--- src/rtl/mem_arb_pkg.sv ---
// Shared types and default sizing for the fetch/data memory port arbiter.
package mem_arb_pkg;

    localparam int unsigned ARB_ADDR_W     = 8;
    localparam int unsigned ARB_STARVE_MAX = 3;
    localparam int unsigned ARB_DATA_W     = 32;
    localparam int unsigned ARB_STRB_W     = ARB_DATA_W / 8;

    typedef enum logic [1:0] {
        OWN_IDLE  = 2'd0,
        OWN_IF_RD = 2'd1,
        OWN_DM_RD = 2'd2
    } owner_t;

endpackage

--- src/rtl/arb_starve_ctr.sv ---
// Saturating count of consecutive cycles a requester was refused; at_max flags the limit.
module arb_starve_ctr
    import mem_arb_pkg::*;
#(
    parameter  int unsigned MAX   = ARB_STARVE_MAX,
    localparam int unsigned CNT_W = $clog2(MAX + 1)
) (
    input  logic clk,
    input  logic rst_n,
    input  logic inc,
    input  logic clr,
    output logic at_max
);

    logic [CNT_W-1:0] cnt;

    assign at_max = (cnt == CNT_W'(MAX));

    always_ff @(posedge clk or negedge rst_n) begin
        if (!rst_n) begin
            cnt <= '0;
        end else if (clr) begin
            cnt <= '0;
        end else if (inc && !at_max) begin
            cnt <= cnt + CNT_W'(1);
        end
    end

endmodule

--- src/rtl/mem_port_arbiter.sv ---
// Shares one synchronous-read memory between fetch (read-only) and data (read/write);
// data has priority unless fetch has been refused STARVE_MAX cycles in a row.
module mem_port_arbiter
    import mem_arb_pkg::*;
#(
    parameter int unsigned ADDR_W     = ARB_ADDR_W,
    parameter int unsigned STARVE_MAX = ARB_STARVE_MAX
) (
    input  logic                  clk,
    input  logic                  rst_n,
    input  logic                  flush,
    input  logic                  if__req,
    input  logic [ADDR_W-1:0]     if__addr,
    output logic                  if__gnt,
    output logic                  if__rvalid,
    output logic [ARB_DATA_W-1:0] if__rdata,
    input  logic                  dm__req,
    input  logic                  dm__we,
    input  logic [ADDR_W-1:0]     dm__addr,
    input  logic [ARB_DATA_W-1:0] dm__wdata,
    input  logic [ARB_STRB_W-1:0] dm__wstrb,
    output logic                  dm__gnt,
    output logic                  dm__rvalid,
    output logic [ARB_DATA_W-1:0] dm__rdata,
    output logic                  mem__en,
    output logic [ARB_STRB_W-1:0] mem__we,
    output logic [ADDR_W-1:0]     mem__addr,
    output logic [ARB_DATA_W-1:0] mem__wdata,
    input  logic [ARB_DATA_W-1:0] mem__rdata
);

    owner_t owner_q;
    owner_t owner_d;
    logic   kill_q;
    logic   at_max;
    logic   fetch_win;

    // Fetch wins when data is idle or fetch has waited long enough.
    assign fetch_win = if__req && (!dm__req || at_max);
    assign if__gnt   = rst_n && fetch_win;
    assign dm__gnt   = rst_n && dm__req && !fetch_win;

    arb_starve_ctr #(.MAX(STARVE_MAX)) u_starve (
        .clk    (clk),
        .rst_n  (rst_n),
        .inc    (if__req && !if__gnt),
        .clr    (!if__req || if__gnt),
        .at_max (at_max)
    );

    always_ff @(posedge clk or negedge rst_n) begin
        if (!rst_n) begin
            owner_q <= OWN_IDLE;
            kill_q  <= 1'b0;
        end else begin
            owner_q <= owner_d;
            kill_q  <= flush;
        end
    end

    // Next owner and memory drive for the granted access.
    always_comb begin
        owner_d    = OWN_IDLE;
        mem__en    = 1'b0;
        mem__we    = '0;
        mem__addr  = if__addr;
        mem__wdata = dm__wdata;
        if (if__gnt) begin
            owner_d = OWN_IF_RD;
            mem__en = 1'b1;
        end else if (dm__gnt) begin
            mem__en   = 1'b1;
            mem__addr = dm__addr;
            if (dm__we) begin
                mem__we = dm__wstrb;
            end else begin
                owner_d = OWN_DM_RD;
            end
        end
    end

    // A flush hides fetch data both in its own cycle and in the cycle after.
    assign if__rvalid = rst_n && (owner_q == OWN_IF_RD) && !kill_q && !flush;
    assign dm__rvalid = rst_n && (owner_q == OWN_DM_RD);
    assign if__rdata  = mem__rdata;
    assign dm__rdata  = mem__rdata;

endmodule

--- config.mk ---
export PLATFORM = sky130hd
export DESIGN_NAME = mem_port_arbiter
export DESIGN_NICKNAME = d
export VERILOG_FILES = /design/src/rtl/mem_arb_pkg.sv /design/src/rtl/arb_starve_ctr.sv /design/src/rtl/mem_port_arbiter.sv
export SDC_FILE = /design/constraint.sdc
export NUM_CORES = 1
export LEC_CHECK = 0
export BUFFER_PORTS_ARGS = -buffer_cell sky130_fd_sc_hd__buf_2
export CAP_MARGIN = 15
export CORE_MARGIN = 5
export CORE_UTILIZATION = 24
export DETAILED_ROUTE_END_ITERATION = 7
export GPL_ROUTABILITY_DRIVEN = 0
export GPL_TIMING_DRIVEN = 1
export PLACE_DENSITY = 0.81
export RECOVER_POWER = 50
export SETUP_SLACK_MARGIN = 0.2
export SLEW_MARGIN = 5
export SYNTH_ARGS = -nofsm -noshare
export SYNTH_HDL_FRONTEND = slang
export SYNTH_HIERARCHICAL = 1
export SYNTH_SLANG_ARGS = --single-unit
--- constraint.sdc ---
create_clock -name clk -period 1.5 [get_ports clk]
set_input_delay 0.15 -clock clk [delete_from_list [all_inputs] [get_ports clk]]
set_output_delay 0.15 -clock clk [all_outputs]
set_load 0.005 [all_outputs]
==> reports/metrics.csv <==
metric,value,unit
swShare,0.2420,
drc_errors,0,
relSlewSlack,0.8285,
finClkSkew,2.273,ps
antenna_found_initial,0,
synth_top_family_by_area,buffers and inverters,
end_kind,primary output,
hpwlAfterDp,1651,um
cp-start-kind,flop,
clkTransAtPathRegs,40,ps
clock_latency,220,ps
use_met1,0.05846,
rows,25,
ys_seq_area_frac,0.1103,
cts.sinks,5,
synth_edf_count,0,
critical_path_required,1350,ps
start_util,0.2435,
grt_usage,0.07078,
clk_path_buf_depth,2,
total_power,546.6,uW
violations,negative setup slack,
ys_async_sr_fraction,1.000,
synth_common_cells,"buf_4 (96), mux2_2 (8), and2_1 (5), dfrtp_1 (5)",
ant_nets,0,
fillers,512,
grtUsageMet2,0.1129,
p_int,414.3,uW
layout.nets,187,
p_leak,0.0004398,uW
hold_slack,63.44,ps
fin_cells,149,
syn2layout_area_growth,-25.36,%
synth_top_area_cell,buf_4,
yosys-top-cells-area,"buf_4 (64%), dfrtp_1 (11%), mux2_2 (7.9%)",
numCtsBuffers,3,
synthDistinctLibCells,20,
synth_ff_type,dfrtp_1,
setup_ws,-106.4,ps
vias_per_cell,3.953,
die_area,6204,um2
post-route-min-period,1606,ps
grt_setup_unrepaired,yes,
power_density,645.3,nW/um2
grt_pass1_vias,721,
synth_top_area_frac,0.6351,
pwr-share-clk,0.458,
final_core_util,0.1817,
diodes,0,
drive_above_1_share,0.7368,
cap_viol_max_count,0,
synthAdderAreaFrac,0.01103,
dp.cells,138,
synth-xor-area-share,0,
synthMuxAreaShare,0.09261,
synth-compound-area-share,0.01544,
synth_area,1135,um2
met3_usage,0.04535,
place_ws,30.96,ps
setup_viol,14,
seq_power_share,0.268,
fp.dieH,78.77,um
ioPinCount,203,
routed_wl,2228,um
portBuffers,42,
hold_viol_final,0,
power_frac_comb,0.274,
period_share,1.071,
fmax,622.5,MHz
outcome,"finished, violations left",
cts-root-buf,clkbuf_8,
yosys.area_share.simple,0.1257,
vdd_drop_max,0.1805,mV
final_max_slew_viol_count,0,
critPathMaxFanout,5,
grt_max_degree,10,
holdCritPathClass,input pin to flop,
grt-ovfl-total,0,
drtIter0Drc,20,
grt-busiest-layer,met2,
grt_pass1_wl,3415,um
cts_tree,yes,
synth_most_common_cell,buf_4,
drtPass1Iterations,3,
htree_levels,1,
synth-seq-cells,5,
syn_inst,137,
wl_per_cell,14.95,um
synth_fp_nets,228,
arrival,1460,ps
ys_warn_count,6,
critPathKind,flop to primary output,
core,4661,um2
die_w,78.77,um
p_sw,132.3,uW
avgSynthCellArea,8.283,um2
num_vias,589,
worst_slew_pin_slew,256.5,ps
[area by class of cell]
type / instances / area (um2) / area share
multi-input cells: 34 / 324.1 / 0.3826
inverters: 3 / 11.26 / 0.01329
repair buffers: 49 / 274.0 / 0.3235
well taps: 54 / 67.56 / 0.07976
clock buffers: 4 / 45.04 / 0.05318
flip-flops and latches: 5 / 125.1 / 0.1477
[path summary, 6_finish.rpt]
kind	from	to	slack (ps)	depth (start not counted)
max in group asynchronous	rst_n	kill_q$_DFF_PN0_	780	2
min in group asynchronous	rst_n	u_starve/cnt[1]$_DFFE_PN0P_	520	2
max reg2reg	u_starve/cnt[0]$_DFFE_PN0P_	u_starve/cnt[0]$_DFFE_PN0P_	-80	6
min reg2reg	u_starve/cnt[1]$_DFFE_PN0P_	u_starve/cnt[1]$_DFFE_PN0P_	590	2
min	flush	kill_q$_DFF_PN0_	60	1
max	u_starve/cnt[0]$_DFFE_PN0P_	mem__addr[5]	-110	5
[per-stage QoR]
step                area, um2  TNS, ps
floorplan                1151        0
global route            847.1    -1988
CTS                     830.8   -931.4
global placement        715.7        0
finish                  847.1    -1088
detailed placement      715.7        0
[sequential cells by signal, summed over array words and instances, names as in the netlist]
register	count
u_starve/cnt	2
owner_q	2
kill_q	1
[cells in the final DEF, fill, tap and decap left out, drive strengths merged, types with 2 or more instances in the layout]
master / n
o21ai: 2
nand2: 3
nand3: 2
and2: 5
buf: 47
nor2b: 2
nor2: 3
clkbuf: 5
dfrtp: 5
inv: 3
mux2: 9
[power by group through the flow]
stage                     logic [uW]  clock network (uW)  registers, uW
after detailed placement         128                   0            148
after floorplan                  263                   0            148
after global placement           123                   0            148
final                            150                 250            147
after CTS                        146                 259            146
after global routing             169                 271            147
[worst max-delay path, stage by stage, from the launching register on]
cell and delay [ps]:
dfrtp_1 390, ha_4 170, nand2_4 80, nand3_4 120
mux2_2 340, buf_2 120
[kinds of logic after synthesis]
| family | Yosys count |
|---|---|
| adders and majority gates | 1 |
| DFF | 5 |
| AOI/OAI and AO/OA | 3 |
| and+or+nand+nor | 20 |
| buffers and inverters | 99 |
| muxes | 9 |
[timing repair]
action | CTS | global route
pin swaps | 3 | 0
hold buffers | 1 | 0
setup buffers | 4 | 1
hold endpoints to repair | 5 | 0
resized for setup | 7 | 2
setup endpoints to repair | 16 | 16
gates cloned | 1 | 0
[layer usage]
| layer | vias to the layer above | wire (um) |
|---|---|---|
| met5 | - | 0 |
| met2 | 57 | 1081 |
| met4 | 0 | 165 |
| met1 | 244 | 580 |
| li1 | 252 | - |
| met3 | 36 | 400 |
Note: power is estimated with default switching activity, not from simulation.
